===== config.mk =====
export PLATFORM = sky130hd
export DESIGN_NAME = alu_issue_seq
export DESIGN_NICKNAME = d
export VERILOG_FILES = /design/src/rtl/alu_issue_seq_pkg.sv /design/src/rtl/alu_issue_seq_cond_check.sv /design/src/rtl/alu_issue_seq.sv
export SDC_FILE = /design/constraint.sdc
export NUM_CORES = 1
export LEC_CHECK = 0
export CORE_MARGIN = 5
export CORE_UTILIZATION = 30
export CTS_CLUSTER_DIAMETER = 100
export DETAILED_ROUTE_END_ITERATION = 12
export GPL_ROUTABILITY_DRIVEN = 1
export PLACE_DENSITY_LB_ADDON = 0.08
export SLEW_MARGIN = 10
export SYNTH_ARGS = -nofsm -noshare
export SYNTH_HDL_FRONTEND = slang
export SYNTH_HIERARCHICAL = 1
export SYNTH_SLANG_ARGS = --single-unit
export TNS_END_PERCENT = 5

===== constraint.sdc =====
create_clock -name clk -period 4.7 [get_ports clk]
set_input_delay 0.94 -clock clk [delete_from_list [all_inputs] [get_ports clk]]
set_output_delay 0.94 -clock clk [all_outputs]
set_load 0.05 [all_outputs]

===== src/rtl/alu_issue_seq_pkg.sv =====
// Shared definitions for the ALU issue sequencer and related execute-stage logic.
// Holds the ALU micro-op encoding, ARM condition codes, flag bit positions,
// the sequencer state encoding and small uop classification helpers.
package alu_issue_seq_pkg;

   localparam logic [4:0] UOP_NOP = 5'd0;
   localparam logic [4:0] UOP_ADD = 5'd1;
   localparam logic [4:0] UOP_SUB = 5'd2;
   localparam logic [4:0] UOP_AND = 5'd3;
   localparam logic [4:0] UOP_XOR = 5'd4;
   localparam logic [4:0] UOP_CMP = 5'd5;
   localparam logic [4:0] UOP_LSL = 5'd6;
   localparam logic [4:0] UOP_LSR = 5'd7;
   localparam logic [4:0] UOP_MOV = 5'd8;

   localparam logic [3:0] COND_EQ = 4'b0000;
   localparam logic [3:0] COND_NE = 4'b0001;
   localparam logic [3:0] COND_CS = 4'b0010;
   localparam logic [3:0] COND_CC = 4'b0011;
   localparam logic [3:0] COND_MI = 4'b0100;
   localparam logic [3:0] COND_PL = 4'b0101;
   localparam logic [3:0] COND_VS = 4'b0110;
   localparam logic [3:0] COND_VC = 4'b0111;
   localparam logic [3:0] COND_HI = 4'b1000;
   localparam logic [3:0] COND_LS = 4'b1001;
   localparam logic [3:0] COND_GE = 4'b1010;
   localparam logic [3:0] COND_LT = 4'b1011;
   localparam logic [3:0] COND_GT = 4'b1100;
   localparam logic [3:0] COND_LE = 4'b1101;
   localparam logic [3:0] COND_AL = 4'b1110;
   localparam logic [3:0] COND_NV = 4'b1111;

   // Flag vector order is [Z, C, N, V]
   localparam int unsigned FLAG_Z = 3;
   localparam int unsigned FLAG_C = 2;
   localparam int unsigned FLAG_N = 1;
   localparam int unsigned FLAG_V = 0;

   typedef enum logic [1:0] {
      ST_IDLE = 2'd0,
      ST_EXEC = 2'd1,
      ST_WB   = 2'd2
   } state_t;

   // Encodings 9..31 are illegal and behave as NOP
   function automatic logic uop_legal(input logic [4:0] u);
      return (u <= UOP_MOV);
   endfunction

   // Uops that produce a register result
   function automatic logic uop_writes(input logic [4:0] u);
      return (u == UOP_ADD) || (u == UOP_SUB) || (u == UOP_AND) || (u == UOP_XOR) ||
             (u == UOP_LSL) || (u == UOP_LSR) || (u == UOP_MOV);
   endfunction

endpackage


===== src/rtl/alu_issue_seq_cond_check.sv =====
// cond_check: combinational ARM condition-code evaluator.
// Ports:
//   cond  [3:0]  ARM condition field
//   flags [3:0]  flag vector [Z, C, N, V]
//   pass         1 when the condition holds (AL always, NV never)
module cond_check
   import alu_issue_seq_pkg::*;
(
   input  logic [3:0] cond,
   input  logic [3:0] flags,
   output logic       pass
);

   logic z, c, n, v;

   always_comb begin
      z = flags[FLAG_Z];
      c = flags[FLAG_C];
      n = flags[FLAG_N];
      v = flags[FLAG_V];
      pass = 1'b0;
      case (cond)
         COND_EQ: pass = z;
         COND_NE: pass = !z;
         COND_CS: pass = c;
         COND_CC: pass = !c;
         COND_MI: pass = n;
         COND_PL: pass = !n;
         COND_VS: pass = v;
         COND_VC: pass = !v;
         COND_HI: pass = c && !z;
         COND_LS: pass = !c || z;
         COND_GE: pass = (n == v);
         COND_LT: pass = (n != v);
         COND_GT: pass = !z && (n == v);
         COND_LE: pass = z || (n != v);
         COND_AL: pass = 1'b1;
         default: pass = 1'b0;
      endcase
   end

endmodule


===== src/rtl/alu_issue_seq.sv =====
// alu_issue_seq: execute-stage sequencer driving the combinational ALU.
// Accepts decoded instructions over valid/ready, evaluates the condition code
// against its flag register, drives the ALU for one cycle and issues a
// register-file write-back. IDLE -> EXEC -> WB, back-to-back issue from WB.
// Ports:
//   clk, rst                  clock, synchronous active-high reset
//   in_valid / in_ready       instruction handshake
//   in_uop, in_cond, in_set_flags, in_rd, in_lhs, in_rhs   decoded instruction
//   LHS, RHS, uop             ALU operands and micro-op (non-zero only in EXEC)
//   out_alu, flags            ALU result and flags [Z, C, N, V]
//   wb_en, wb_rd, wb_data     register write-back (wb_en pulses in WB)
//   flags_q                   architectural flags [Z, C, N, V]
// Optional: define ALU_ISSUE_PERF_EN to add perf_retired / perf_skipped counters.
module alu_issue_seq
   import alu_issue_seq_pkg::*;
#(
   parameter int unsigned DATA_W  = 32,
   parameter int unsigned RADDR_W = 4
) (
   input  logic               clk,
   input  logic               rst,
   input  logic               in_valid,
   output logic               in_ready,
   input  logic [4:0]         in_uop,
   input  logic [3:0]         in_cond,
   input  logic               in_set_flags,
   input  logic [RADDR_W-1:0] in_rd,
   input  logic [DATA_W-1:0]  in_lhs,
   input  logic [DATA_W-1:0]  in_rhs,
   output logic [DATA_W-1:0]  LHS,
   output logic [DATA_W-1:0]  RHS,
   output logic [4:0]         uop,
   input  logic [DATA_W-1:0]  out_alu,
   input  logic [3:0]         flags,
   output logic               wb_en,
   output logic [RADDR_W-1:0] wb_rd,
   output logic [DATA_W-1:0]  wb_data,
   output logic [3:0]         flags_q
`ifdef ALU_ISSUE_PERF_EN
   ,
   output logic [31:0]        perf_retired,
   output logic [31:0]        perf_skipped
`endif
);

   state_t             state;
   logic [4:0]         uop_q;
   logic [RADDR_W-1:0] rd_q;
   logic               set_q;
   logic               pass_q;
   logic               cond_pass;
   logic               accept;
   logic               flag_upd;

   // Evaluated at the accept edge: flags_q cannot change between accept and
   // EXEC, so the outcome equals evaluation during EXEC while letting the ALU
   // drive signals come straight from registers.
   cond_check u_cond_check (
      .cond  (in_cond),
      .flags (flags_q),
      .pass  (cond_pass)
   );

   assign in_ready = !rst && ((state == ST_IDLE) || (state == ST_WB));
   assign accept   = in_valid && in_ready;
   assign flag_upd = pass_q && uop_legal(uop_q) && (uop_q != UOP_NOP) &&
                     ((uop_q == UOP_CMP) || set_q);

   always_ff @(posedge clk) begin
      if (rst) begin
         state   <= ST_IDLE;
         uop_q   <= '0;
         rd_q    <= '0;
         set_q   <= 1'b0;
         pass_q  <= 1'b0;
         LHS     <= '0;
         RHS     <= '0;
         uop     <= '0;
         wb_en   <= 1'b0;
         wb_rd   <= '0;
         wb_data <= '0;
         flags_q <= '0;
`ifdef ALU_ISSUE_PERF_EN
         perf_retired <= '0;
         perf_skipped <= '0;
`endif
      end else begin
         LHS   <= '0;
         RHS   <= '0;
         uop   <= '0;
         wb_en <= 1'b0;
         case (state)
            ST_IDLE, ST_WB: begin
               if (accept) begin
                  uop_q  <= in_uop;
                  rd_q   <= in_rd;
                  set_q  <= in_set_flags;
                  pass_q <= cond_pass;
                  if (cond_pass && uop_legal(in_uop)) begin
                     LHS <= in_lhs;
                     RHS <= in_rhs;
                     uop <= in_uop;
                  end
                  state <= ST_EXEC;
               end else begin
                  state <= ST_IDLE;
               end
            end
            ST_EXEC: begin
               wb_data <= out_alu;
               wb_rd   <= rd_q;
               wb_en   <= pass_q && uop_writes(uop_q);
               if (flag_upd) flags_q <= flags;
`ifdef ALU_ISSUE_PERF_EN
               if (pass_q && uop_legal(uop_q)) perf_retired <= perf_retired + 32'd1;
               else                            perf_skipped <= perf_skipped + 32'd1;
`endif
               state <= ST_WB;
            end
            default: state <= ST_IDLE;
         endcase
      end
   end

endmodule

==> impl_metrics.prom, run 1 <==
# TYPE chip_impl_metric gauge
chip_impl_metric{name="whs",unit="ns"} 0.4506
chip_impl_metric{name="initial_antenna_violation_count",unit=""} 0
chip_impl_metric{name="p_leak",unit="nW"} 2.625
chip_impl_metric{name="peakVddDrop",unit="V"} 0.0002907
chip_impl_metric{name="p_per_area",unit="mW/mm²"} 366.7
chip_impl_metric{name="cp.arrival",unit="ns"} 2.01
chip_impl_metric{name="dieWidth",unit="µm"} 126.2
chip_impl_metric{name="post-cts-setup-buffers",unit=""} 0
chip_impl_metric{name="gate_count_of_the_mapped_netlist",unit=""} 416
chip_impl_metric{name="drive_above_1_share",unit=""} 0.05802
chip_impl_metric{name="drt-initial-drc-count",unit=""} 172
chip_impl_metric{name="number_of_cts_inserted_buffers",unit=""} 17
chip_impl_info{name="setup_repair_after_global_routing_missed_its_margin",value="no"} 1
chip_impl_info{name="r2r-start",value="flags_q[1]$_SDFFE_PP0P_"} 1
chip_impl_metric{name="syn_nets",unit=""} 533
chip_impl_metric{name="total_power",unit="mW"} 2.575
chip_impl_metric{name="worstMarginPinSlew",unit="ns"} 0.5588
chip_impl_info{name="worst-setup-path-type",value="in2out"} 1
chip_impl_metric{name="drc_violations",unit=""} 0
chip_impl_metric{name="post_drt_wl_per_cell",unit="µm"} 13.55
chip_impl_metric{name="largest_net_degree_at_the_start_of_global_routing",unit=""} 66
chip_impl_metric{name="clock_sinks",unit=""} 123
chip_impl_metric{name="max_clock_freq",unit="GHz"} 0.3391
chip_impl_info{name="setup.worst_path.end_class",value="output port"} 1
chip_impl_metric{name="routed_via_density",unit=""} 4.286
chip_impl_metric{name="placement_rows",unit=""} 42
chip_impl_info{name="final_cell_mix",value="226 x sky130_fd_sc_hd__clkdlybuf4s50_1, 123 x sky130_fd_sc_hd__dfxtp_1, 84 x sky130_fd_sc_hd__nand2_1, 68 x sky130_fd_sc_hd__and2_1, 41 x sky130_fd_sc_hd__a21oi_1"} 1
chip_impl_metric{name="postPlaceCellArea",unit="mm²"} 0.006451
chip_impl_metric{name="top_level_ports",unit=""} 228
chip_impl_metric{name="synth_sequential_area_ratio",unit=""} 0.6078
chip_impl_info{name="run_status",value="finished, final reports clean"} 1
chip_impl_metric{name="layoutNonFillerInstCount",unit=""} 831
chip_impl_info{name="hold_class",value="reg2reg"} 1
chip_impl_metric{name="route.vias.total",unit=""} 3562
chip_impl_info{name="mostFrequentLayoutCell",value="sky130_fd_sc_hd__clkdlybuf4s50_1"} 1
chip_impl_metric{name="chipHeight",unit="µm"} 126.2
chip_impl_metric{name="grt.total_usage",unit=""} 0.1411
chip_impl_metric{name="dpl_cells",unit=""} 798
chip_impl_metric{name="grt_first_pass_wirelength",unit="mm"} 17.60
chip_impl_metric{name="ant_nets",unit=""} 0
chip_impl_metric{name="fillers",unit=""} 1212
chip_impl_metric{name="yosysWarningCount",unit=""} 6
chip_impl_metric{name="fin_area",unit="mm²"} 0.007022
chip_impl_metric{name="number_of_register_bits_inferred_by_synthesis",unit=""} 123
chip_impl_metric{name="initial_core_util",unit=""} 0.3059
chip_impl_metric{name="rr_worst_depth",unit=""} 8
chip_impl_info{name="critical_path.endpoint",value="in_ready"} 1
chip_impl_metric{name="fin_skew",unit="ns"} 0.01023
chip_impl_metric{name="synth.cell_area",unit="mm²"} 0.004051
chip_impl_metric{name="final.setup.worst_slack",unit="ns"} 1.751
chip_impl_metric{name="drtPass1Iterations",unit=""} 5
chip_impl_info{name="cp_cell_sequence",value="buf_2 -> nor2_1 -> clkdlybuf4s50_1"} 1
chip_impl_metric{name="n_antenna_cell",unit=""} 0
chip_impl_metric{name="worst-path-max-fanout",unit=""} 3
chip_impl_metric{name="max-cap-violations",unit=""} 0
chip_impl_info{name="reg2reg_to",value="LHS[11]$_SDFF_PP0_"} 1
chip_impl_metric{name="finalCritPeriodShare",unit=""} 0.6274
chip_impl_metric{name="clock_tree.htree_level_count",unit=""} 4
chip_impl_metric{name="io_buffers",unit=""} 227
chip_impl_metric{name="critical_path_required",unit="ns"} 3.76
chip_impl_metric{name="relSlewSlack",unit=""} 0.6263
chip_impl_metric{name="final_core_utilization",unit=""} 0.5302
chip_impl_info{name="cts-root-buf",value="sky130_fd_sc_hd__clkbuf_16"} 1
chip_impl_metric{name="number_of_failing_setup_endpoints_in_the_final_timing_report",unit=""} 0
chip_impl_metric{name="period_needed",unit="ns"} 2.949
chip_impl_metric{name="post_cts_resized",unit=""} 0
chip_impl_metric{name="detailedPlacementHpwl",unit="mm"} 8.188
chip_impl_metric{name="area_growth_from_synthesis_to_final_layout",unit="%"} 73.32
chip_impl_info{name="cp_slowest_cell",value="sky130_fd_sc_hd__clkdlybuf4s50_1"} 1
chip_impl_metric{name="synth.avg_cell_area",unit="µm²"} 9.739
chip_impl_metric{name="r2r_setup_slack",unit="ns"} 2.54
chip_impl_metric{name="fin_nets",unit=""} 759
chip_impl_metric{name="finalHoldViolations",unit=""} 0
chip_impl_metric{name="clock_transition_at_path_regs",unit="ns"} 0.05
chip_impl_metric{name="clk-insertion-delay-late",unit="ns"} 0.41
chip_impl_metric{name="hold_buffers",unit=""} 0
chip_impl_metric{name="clock_path_buffers",unit=""} 2
chip_impl_metric{name="dp_worst_setup_slack",unit="ns"} 0.9057
chip_impl_metric{name="max_stage_delay",unit="ns"} 0.82
chip_impl_metric{name="design.die.area",unit="mm²"} 0.01593
chip_impl_metric{name="first_global_vias",unit=""} 3593
chip_impl_metric{name="core-area",unit="mm²"} 0.01324
chip_impl_metric{name="place_congestion",unit=""} 0.7257
chip_impl_metric{name="count_of_pins_over_their_slew_limit",unit=""} 0
chip_impl_metric{name="routed_wirelength",unit="mm"} 11.26
chip_impl_info{name="critical_path_launch_point",value="rst"} 1
chip_impl_metric{name="grt-ovfl-total",unit=""} 0
chip_impl_metric{name="yosys.cell_types.count",unit=""} 36
chip_impl_info{name="worst_setup_path_start_kind",value="primary input"} 1
chip_impl_info{name="tritoncts",value="yes"} 1
chip_impl_metric{name="tns",unit="ns"} 0
final cells by class:
cell class                 count  area [µm²]  area share
sequential                   123        2462      0.3507
timing repair buffer         232        2317      0.3300
multi-input combinational    267        1468      0.2090
clock buffer                  25       485.5     0.06914
tap                          176       220.2     0.03136
clock inverter                 7       65.06    0.009266
inverter                       1       3.754   0.0005346
synthesized netlist by cell type:
| library cell | instances | area (µm²) |
|---|---|---|
| sky130_fd_sc_hd__and3b_1 | 1 | 8.760 |
| sky130_fd_sc_hd__conb_1 | 1 | 3.750 |
| sky130_fd_sc_hd__mux2_4 | 1 | 15.01 |
| sky130_fd_sc_hd__buf_4 | 6 | 45.04 |
| sky130_fd_sc_hd__buf_2 | 4 | 20.02 |
| sky130_fd_sc_hd__xnor2_2 | 1 | 16.27 |
| sky130_fd_sc_hd__o211ai_1 | 2 | 15.01 |
| sky130_fd_sc_hd__mux2i_1 | 5 | 50.05 |
| sky130_fd_sc_hd__a221oi_1 | 1 | 8.760 |
| sky130_fd_sc_hd__a211o_1 | 2 | 17.52 |
| sky130_fd_sc_hd__and2b_1 | 1 | 7.510 |
| sky130_fd_sc_hd__o31ai_1 | 2 | 15.01 |
| sky130_fd_sc_hd__inv_1 | 1 | 3.750 |
| sky130_fd_sc_hd__nor3_1 | 3 | 15.01 |
| sky130_fd_sc_hd__nand2_1 | 84 | 315.3 |
| sky130_fd_sc_hd__clkbuf_1 | 14 | 52.55 |
| sky130_fd_sc_hd__a31oi_1 | 1 | 6.260 |
| sky130_fd_sc_hd__o22ai_1 | 2 | 12.51 |
| sky130_fd_sc_hd__nor3b_1 | 1 | 7.510 |
| sky130_fd_sc_hd__and4b_1 | 1 | 10.01 |
| sky130_fd_sc_hd__xor2_1 | 2 | 17.52 |
| sky130_fd_sc_hd__o21ai_0 | 5 | 25.02 |
| sky130_fd_sc_hd__or3_1 | 1 | 6.260 |
| sky130_fd_sc_hd__nor2b_1 | 2 | 12.51 |
| sky130_fd_sc_hd__a21oi_1 | 42 | 210.2 |
| sky130_fd_sc_hd__o21ai_1 | 4 | 20.02 |
| sky130_fd_sc_hd__dfxtp_1 | 123 | 2462 |
| sky130_fd_sc_hd__buf_6 | 1 | 11.26 |
| sky130_fd_sc_hd__nand3b_1 | 2 | 15.01 |
| sky130_fd_sc_hd__and2_1 | 68 | 425.4 |
| sky130_fd_sc_hd__a22oi_1 | 1 | 7.510 |
| sky130_fd_sc_hd__nand2b_1 | 19 | 118.9 |
| sky130_fd_sc_hd__nor3_2 | 1 | 10.01 |
| sky130_fd_sc_hd__nor2_1 | 8 | 30.03 |
| sky130_fd_sc_hd__or2b_1 | 2 | 15.01 |
| sky130_fd_sc_hd__nor3b_4 | 1 | 18.77 |
where the power goes:
part           total [mW]  switching (mW)  internal, mW
sequential           1.09          0.0143          1.07
clock                1.19           0.431         0.764
combinational       0.293           0.145         0.148
total                2.58           0.590          1.98
worst max-delay path, delay by kind of cell:
family                 cells  cell delay [ns]
buffers and inverters      2             0.95
and+or+nand+nor            1             0.11
cells by family (layout without fill, tap and decap cells):
logic type | count (synthesis) | after routing | synth area share
AND/OR/NAND/NOR | 195 | 195 | 0.2508
flip-flops | 123 | 123 | 0.6078
AO/OA/AOI/OAI | 62 | 62 | 0.08338
buffers and inverters | 26 | 265 | 0.03273
multiplexers | 6 | 6 | 0.01606
XOR/XNOR | 3 | 3 | 0.008340
other | 1 | 1 | 0.0009256
routing by layer:
| metal | vias to the layer above | wire, µm | share of wire | GRT usage |
|---|---|---|---|---|
| met2 | 156 | 5326 | 0.47 | 0.2275 |
| met3 | 26 | 1331 | 0.12 | 0.08383 |
| met4 | 0 | 284 | 0.025 | 0.06814 |
| met5 | - | 0 | 0 | 0 |
| li1 | 1784 | - | - | - |
| met1 | 1596 | 4319 | 0.38 | 0.1463 |
flip-flops by register name, summed over array words and instances (netlist names):
register  count
LHS          32
RHS          32
flags_q       4
pass_q        1
rd_q          4
set_q         1
state         2
uop           5
uop_q         5
wb_data      32
wb_en         1
wb_rd         4
worst min path at each step:
stage / start / to / cells past startpoint
after floorplan: rd_q[0]$_SDFFE_PP0P_ / wb_rd[0]$_SDFFE_PP0P_ / 2
after global routing: wb_data[5]$_SDFFE_PP0P_ / wb_data[5]$_SDFFE_PP0P_ / 2
final: wb_data[9]$_SDFFE_PP0P_ / wb_data[9]$_SDFFE_PP0P_ / 2
after CTS: wb_data[5]$_SDFFE_PP0P_ / wb_data[5]$_SDFFE_PP0P_ / 2
after global placement: rd_q[1]$_SDFFE_PP0P_ / wb_rd[1]$_SDFFE_PP0P_ / 2
after detailed placement: wb_data[5]$_SDFFE_PP0P_ / wb_data[5]$_SDFFE_PP0P_ / 2
Power figures use the tool's default switching activity.
==> run 2, diff against run 1 <==
- clock period: 4.7 -> 2.8 ns (I/O delays scaled with it)
==> run 2 against run 1 <==
Compared with the run above:
- sequential share of layout area decreased by 0.54 points
- global-route usage is essentially flat
- via count is 0.90% lower
- clock skew shrank 0.0049 ns
- core utilization grew 0.82 points
- die area unchanged
- design area rose by 1.6%
- cell count is 0.48% higher
- sequential power increased by 67%
- power increased by 78%
- non-clock buffer count increased by 4
- register-to-register slack got worse by 1.9 ns
==> impl_metrics.prom, run 2 (same netlist as run 1, synthesis figures left out) <==
# TYPE chip_impl_metric gauge
chip_impl_info{name="run_status",value="finished, final reports clean"} 1
chip_impl_metric{name="number_of_cts_inserted_buffers",unit=""} 17
chip_impl_info{name="setup.worst_path.end_class",value="output port"} 1
chip_impl_metric{name="worstMarginPinSlew",unit="ns"} 0.6909
chip_impl_metric{name="area_growth_from_synthesis_to_final_layout",unit="%"} 76.00
chip_impl_metric{name="p_leak",unit="nW"} 2.683
chip_impl_metric{name="routed_via_density",unit=""} 4.228
chip_impl_metric{name="critical_path_required",unit="ns"} 2.24
chip_impl_metric{name="fillers",unit=""} 1194
chip_impl_info{name="cp_cell_sequence",value="clkdlybuf4s50_1"} 1
chip_impl_metric{name="fin_nets",unit=""} 763
chip_impl_metric{name="hold_buffers",unit=""} 0
chip_impl_metric{name="max_clock_freq",unit="GHz"} 0.4306
chip_impl_metric{name="placement_rows",unit=""} 42
chip_impl_info{name="mostFrequentLayoutCell",value="sky130_fd_sc_hd__clkdlybuf4s50_1"} 1
chip_impl_info{name="worst_setup_path_start_kind",value="flip-flop"} 1
chip_impl_metric{name="max-cap-violations",unit=""} 0
chip_impl_metric{name="sequential_cell_area",unit="mm²"} 0.002462
chip_impl_metric{name="fin_area",unit="mm²"} 0.007131
chip_impl_metric{name="multi_input_comb_area",unit="mm²"} 0.001469
chip_impl_metric{name="clk-insertion-delay-late",unit="ns"} 0.40
chip_impl_metric{name="design.die.area",unit="mm²"} 0.01593
chip_impl_info{name="cts-root-buf",value="sky130_fd_sc_hd__clkbuf_16"} 1
chip_impl_metric{name="number_of_failing_setup_endpoints_in_the_final_timing_report",unit=""} 0
chip_impl_metric{name="route.vias.total",unit=""} 3530
chip_impl_metric{name="postPlaceCellArea",unit="mm²"} 0.006479
chip_impl_info{name="hold_class",value="reg2reg"} 1
chip_impl_metric{name="clock_path_buffers",unit=""} 2
chip_impl_metric{name="worst-path-max-fanout",unit=""} 7
chip_impl_metric{name="clock_tree.htree_level_count",unit=""} 4
chip_impl_metric{name="r2r_setup_slack",unit="ns"} 0.67
chip_impl_metric{name="post-cts-setup-buffers",unit=""} 0
chip_impl_metric{name="grt.total_usage",unit=""} 0.1412
chip_impl_metric{name="largest_net_degree_at_the_start_of_global_routing",unit=""} 66
chip_impl_metric{name="drive_above_1_share",unit=""} 0.07284
chip_impl_info{name="setup_repair_after_global_routing_missed_its_margin",value="no"} 1
chip_impl_metric{name="final_core_utilization",unit=""} 0.5385
chip_impl_metric{name="whs",unit="ns"} 0.4520
chip_impl_info{name="cp_slowest_cell",value="sky130_fd_sc_hd__clkdlybuf4s50_1"} 1
chip_impl_metric{name="ant_nets",unit=""} 0
chip_impl_info{name="largest_registers",value="LHS (32), RHS (32), wb_data (32)"} 1
chip_impl_metric{name="max_stage_delay",unit="ns"} 0.87
chip_impl_info{name="tritoncts",value="yes"} 1
chip_impl_metric{name="clock_transition_at_path_regs",unit="ns"} 0.05
chip_impl_metric{name="relSlewSlack",unit=""} 0.5394
chip_impl_metric{name="dieWidth",unit="µm"} 126.2
chip_impl_metric{name="drtPass1Iterations",unit=""} 4
chip_impl_metric{name="n_antenna_cell",unit=""} 0
chip_impl_metric{name="finalHoldViolations",unit=""} 0
chip_impl_metric{name="io_buffers",unit=""} 227
chip_impl_metric{name="cp.arrival",unit="ns"} 1.76
chip_impl_metric{name="post_drt_wl_per_cell",unit="µm"} 13.52
chip_impl_metric{name="detailedPlacementHpwl",unit="mm"} 8.176
chip_impl_metric{name="routed_wirelength",unit="mm"} 11.29
chip_impl_metric{name="p_per_area",unit="mW/mm²"} 643.0
chip_impl_info{name="worst-setup-path-type",value="reg2out"} 1
chip_impl_metric{name="chipHeight",unit="µm"} 126.2
chip_impl_metric{name="place_congestion",unit=""} 0.7392
chip_impl_info{name="top_delay_family_on_crit_path",value="buffers and inverters"} 1
chip_impl_metric{name="drt-initial-drc-count",unit=""} 154
chip_impl_metric{name="first_global_vias",unit=""} 3520
chip_impl_metric{name="period_needed",unit="ns"} 2.322
chip_impl_metric{name="finalCritPeriodShare",unit=""} 0.8294
chip_impl_metric{name="drc_violations",unit=""} 0
chip_impl_metric{name="count_of_pins_over_their_slew_limit",unit=""} 0
chip_impl_metric{name="core-area",unit="mm²"} 0.01324
chip_impl_metric{name="fin_skew",unit="ns"} 0.005342
chip_impl_metric{name="initial_antenna_violation_count",unit=""} 0
chip_impl_metric{name="top_level_ports",unit=""} 228
chip_impl_metric{name="initial_core_util",unit=""} 0.3059
chip_impl_metric{name="peakVddDrop",unit="V"} 0.0004135
chip_impl_metric{name="clock_sinks",unit=""} 123
chip_impl_info{name="final_cell_mix",value="223 x sky130_fd_sc_hd__clkdlybuf4s50_1, 123 x sky130_fd_sc_hd__dfxtp_1, 84 x sky130_fd_sc_hd__nand2_1, 68 x sky130_fd_sc_hd__and2_1, 41 x sky130_fd_sc_hd__a21oi_1"} 1
chip_impl_metric{name="grt_first_pass_wirelength",unit="mm"} 17.84
chip_impl_metric{name="grt-ovfl-total",unit=""} 0
chip_impl_metric{name="cp.buffers_inverters",unit=""} 1
[run 2: cell count changes in the layout (fill, tap and decap cells not counted), sizes merged]
cell	before	now
clkdlybuf4s50	226	223
clkbuf	25	23
clkinv	4	3
buf	6	11
bufinv	1	3
clkinvlp	2	3
dlygate4sd2	0	2
[run 2: report_power, final]
| group | leakage [nW] | total (mW) | internal (mW) | switching, mW |
|---|---|---|---|---|
| clock | 0.302 | 2.27 | 1.52 | 0.748 |
| combinational | 1.38 | 0.494 | 0.250 | 0.244 |
| sequential | 0.998 | 1.82 | 1.80 | 0.0242 |
| total | 2.68 | 4.58 | 3.57 | 1.02 |
[run 2: through the flow]
step	total power, mW	worst slack, ns	TNS [ns]	std cells
4_1_cts	4.656	0.07882	0	834
6_report	4.585	0.4778	0	835
3_5_place_dp	2.359	-0.5443	-33.93	802
3_3_place_gp	2.353	-0.5067	-32.56	802
2_1_floorplan	2.097	0.4959	0	416
5_1_grt	4.786	0.3049	0	835
[run 2: cell type report]
type | instances | area share
multi-input cells | 267 | 0.2060
well taps | 176 | 0.03088
inverters | 1 | 0.0005264
flip-flops and latches | 123 | 0.3453
repair buffers | 236 | 0.3285
clock buffers | 23 | 0.06984
clock inverters | 9 | 0.01895
[run 2: layer usage]
layer | track usage | wire length (µm) | part of all wire | vias up
li1 | - | - | - | 1800
met2 | 0.2263 | 5299 | 0.47 | 146
met4 | 0.06435 | 214 | 0.019 | 0
met5 | 0 | 0 | 0 | -
met3 | 0.07663 | 1181 | 0.10 | 14
met1 | 0.1538 | 4596 | 0.41 | 1570
[run 2: worst paths after layout]
kind / start / to / depth (start not counted)
worst max register to register: flags_q[1]$_SDFFE_PP0P_ / RHS[1]$_SDFF_PP0_ / 8
worst min register to register: wb_data[4]$_SDFFE_PP0P_ / wb_data[4]$_SDFFE_PP0P_ / 2
worst min-delay path: wb_data[4]$_SDFFE_PP0P_ / wb_data[4]$_SDFFE_PP0P_ / 2
worst max-delay path: flags_q[1]$_SDFFE_PP0P_ / flags_q[1] / 1
[run 2: timing repair]
item                                    in CTS  in global routing
endpoints found under the setup margin      65                  0
endpoints found under the hold margin        0                  0
gates resized for setup                      2                  0
==> run 3, diff against run 2 <==
- clock period: 2.8 -> 1.9 ns (I/O delays scaled with it)
==> run 3 against run 2 <==
Compared with the run above:
- first-iteration DRC count rose by 1.3%
- design area rose by 2.4%
- clock power up 42%
- the flow now finishes with violations (negative setup slack)
- critical path type is now in2reg
- routed wire length grew 10%
- worst setup slack got worse by 0.59 ns
- die area stayed put
- flip-flop and latch count stayed put
- non-clock buffer count rose by 20
- hold slack worse by 0.039 ns
- clock skew rose by 0.0022 ns
- register-to-register slack worse by 0.78 ns
- combinational power up 50%
==> impl_metrics.prom, run 3 (same netlist as run 1, synthesis figures left out) <==
# TYPE chip_impl_metric gauge
chip_impl_info{name="run_status",value="finished with violations"} 1
chip_impl_info{name="violated_checks",value="negative setup slack"} 1
chip_impl_metric{name="worst-path-max-fanout",unit=""} 14
chip_impl_metric{name="share_clk_of_total_power",unit=""} 0.486
chip_impl_metric{name="area_growth_from_synthesis_to_final_layout",unit="%"} 80.23
chip_impl_metric{name="routed_via_density",unit=""} 4.277
chip_impl_metric{name="number_of_failing_setup_endpoints_in_the_final_timing_report",unit=""} 68
chip_impl_metric{name="drt-initial-drc-count",unit=""} 156
chip_impl_metric{name="p_sw_frac",unit=""} 0.2284
chip_impl_metric{name="initial_core_util",unit=""} 0.3059
chip_impl_info{name="worst-setup-path-type",value="in2reg"} 1
chip_impl_metric{name="whs",unit="ns"} 0.4135
chip_impl_info{name="largest_registers",value="LHS (32), RHS (32), wb_data (32)"} 1
chip_impl_metric{name="n_antenna_cell",unit=""} 0
chip_impl_metric{name="grt.total_usage",unit=""} 0.1569
chip_impl_metric{name="power.combinational.fraction",unit=""} 0.111
chip_impl_info{name="cpMostUsedCell",value="sky130_fd_sc_hd__buf_12"} 1
chip_impl_metric{name="fillers",unit=""} 1261
chip_impl_metric{name="clock_path_buffers",unit=""} 2
chip_impl_metric{name="initial_antenna_violation_count",unit=""} 0
chip_impl_info{name="mostFrequentLayoutCell",value="sky130_fd_sc_hd__dfxtp_1"} 1
chip_impl_metric{name="post_drt_wl_per_cell",unit="µm"} 14.54
chip_impl_metric{name="drc_violations",unit=""} 0
chip_impl_metric{name="multi_input_comb_area",unit="mm²"} 0.001610
chip_impl_metric{name="sequential_cell_area",unit="mm²"} 0.002477
chip_impl_metric{name="routed_wirelength",unit="mm"} 12.48
chip_impl_info{name="setup_repair_after_global_routing_missed_its_margin",value="yes"} 1
chip_impl_metric{name="drtPass1Iterations",unit=""} 4
chip_impl_info{name="cp_cell_sequence",value="dlygate4sd2_1 -> buf_4 -> mux2_4 -> a21oi_2 -> o211ai_1 -> a211o_1 -> nand3b_1 -> buf_12 -> a21oi_4 -> buf_12 -> and2_1"} 1
chip_impl_metric{name="dieWidth",unit="µm"} 126.2
chip_impl_info{name="cts-root-buf",value="sky130_fd_sc_hd__clkbuf_16"} 1
chip_impl_metric{name="grt_first_pass_wirelength",unit="mm"} 19.68
chip_impl_metric{name="clk-insertion-delay-late",unit="ns"} 0.40
chip_impl_metric{name="relSlewSlack",unit=""} 0.6309
chip_impl_info{name="hold_class",value="in2reg"} 1
chip_impl_metric{name="dp_worst_setup_slack",unit="ns"} -1.309
chip_impl_metric{name="max_stage_delay",unit="ns"} 0.30
chip_impl_metric{name="finalHoldViolations",unit=""} 0
chip_impl_info{name="worst_setup_path_start_kind",value="primary input"} 1
chip_impl_metric{name="net_switching_power",unit="mW"} 1.520
chip_impl_metric{name="core-area",unit="mm²"} 0.01324
chip_impl_metric{name="chipHeight",unit="µm"} 126.2
chip_impl_metric{name="clock_transition_at_path_regs",unit="ns"} 0.06
chip_impl_info{name="final_cell_mix",value="119 x sky130_fd_sc_hd__dfxtp_1, 111 x sky130_fd_sc_hd__clkdlybuf4s50_1, 88 x sky130_fd_sc_hd__dlygate4sd2_1, 84 x sky130_fd_sc_hd__nand2_1, 43 x sky130_fd_sc_hd__buf_4"} 1
chip_impl_metric{name="cellInternalPower",unit="mW"} 5.133
chip_impl_metric{name="finalCritPeriodShare",unit=""} 1.059
chip_impl_metric{name="clock_tree.htree_level_count",unit=""} 4
chip_impl_metric{name="final_core_utilization",unit=""} 0.5514
chip_impl_metric{name="placement_rows",unit=""} 42
chip_impl_metric{name="worstMarginPinSlew",unit="ns"} 0.5536
chip_impl_metric{name="dpl_cells",unit=""} 813
chip_impl_metric{name="critical_path_required",unit="ns"} 2.20
chip_impl_metric{name="cp.arrival",unit="ns"} 2.31
chip_impl_metric{name="max-cap-violations",unit=""} 0
chip_impl_metric{name="design.die.area",unit="mm²"} 0.01593
chip_impl_metric{name="top_level_ports",unit=""} 228
chip_impl_metric{name="layoutNonFillerInstCount",unit=""} 858
chip_impl_metric{name="p_per_area",unit="mW/mm²"} 911.0
chip_impl_info{name="setup.worst_path.end_class",value="flip-flop"} 1
chip_impl_metric{name="largest_net_degree_at_the_start_of_global_routing",unit=""} 58
chip_impl_info{name="tritoncts",value="yes"} 1
chip_impl_metric{name="first_global_vias",unit=""} 3760
chip_impl_metric{name="route.vias.total",unit=""} 3670
chip_impl_metric{name="clock_sinks",unit=""} 123
chip_impl_info{name="cp_slowest_cell",value="sky130_fd_sc_hd__mux2_4"} 1
chip_impl_metric{name="total_power",unit="mW"} 6.652
chip_impl_metric{name="fin_skew",unit="ns"} 0.007542
chip_impl_metric{name="final.setup.worst_slack",unit="ns"} -0.1124
chip_impl_metric{name="hold_buffers",unit=""} 0
chip_impl_metric{name="p_leak",unit="nW"} 3.346
chip_impl_metric{name="number_of_cts_inserted_buffers",unit=""} 17
chip_impl_metric{name="grt-ovfl-total",unit=""} 0
chip_impl_metric{name="count_of_pins_over_their_slew_limit",unit=""} 0
chip_impl_metric{name="fin_nets",unit=""} 786
chip_impl_metric{name="detailedPlacementHpwl",unit="mm"} 8.663
chip_impl_metric{name="place_congestion",unit=""} 0.7579
chip_impl_metric{name="ant_nets",unit=""} 0
chip_impl_metric{name="peakVddDrop",unit="V"} 0.0005687
chip_impl_metric{name="max_clock_freq",unit="GHz"} 0.4969
chip_impl_metric{name="drive_above_1_share",unit=""} 0.1950
chip_impl_metric{name="period_needed",unit="ns"} 2.012
chip_impl_metric{name="io_buffers",unit=""} 227
chip_impl_metric{name="sequential_cell_fraction_of_total_power",unit=""} 0.403
==> run 3: cell types whose count changed in the layout (fill, tap and decap cells not counted), sizes merged <==
cell	change
clkinvlp	-2
a21oi	+3
clkinv	+4
dlygate4sd2	+86
buf	+43
clkdlybuf4s50	-112
clkbuf	-2
dlymetal6s2s	+3
==> run 3: per-layer routing <==
metal	vias up	share of wire	global-route usage
met5	-	0	0
met4	0	0.016	0.06057
met3	17	0.097	0.07240
met2	171	0.47	0.2548
met1	1634	0.42	0.1805
li1	1848	-	-
==> run 3: what timing repair did <==
item | in CTS | in global routing
endpoints found under the setup margin | 152 | 71
pin swaps | 25 | 20
cloned | 3 | 0
buffers inserted | 10 | 0
gates resized for setup | 106 | 32
==> run 3: layout make-up <==
class                   count  share of cell area
flip-flops and latches    123              0.3393
repair buffers            256              0.3268
multi-input cells         270              0.2205
clock buffers              21             0.06306
well taps                 176             0.03016
clock inverters            11             0.01971
inverters                   1           0.0005141
==> run 3: worst paths after layout <==
kind | startpoint | to | slack [ns] | cells past startpoint
worst max-delay path | in_cond[2] | LHS[11]$_SDFF_PP0_ | -0.11 | 11
worst min register to register | wb_data[30]$_SDFFE_PP0P_ | wb_data[30]$_SDFFE_PP0P_ | 0.45 | 2
worst max register to register | flags_q[3]$_SDFFE_PP0P_ | LHS[11]$_SDFF_PP0_ | -0.11 | 10
worst min-delay path | rst | state[0]$_SDFF_PP0_ | 0.41 | 3
==> run 3: worst max-delay path: cells and delay by family <==
| kind | cells | cell delay (ns) |
|---|---|---|
| buf+inv | 4 | 0.77 |
| compound gates | 4 | 0.56 |
| mux | 1 | 0.30 |
| simple gates | 2 | 0.29 |
==> run 3: power by group through the flow <==
stage	combinational [mW]	clock [mW]	sequential [mW]
after floorplan	0.175	0	2.91
after global placement	0.735	0	2.74
after detailed placement	0.741	0	2.74
after CTS	0.739	3.32	2.68
after global routing	0.793	3.45	2.69
final	0.739	3.23	2.68
==> run 3: stage by stage <==
stage	setup TNS, ns	area [µm²]
6_report	-5.561	7302
5_1_grt	-10.47	7302
4_1_cts	-6.023	7222
3_5_place_dp	-86.15	6519
3_3_place_gp	-76.31	6519
2_1_floorplan	0	4100
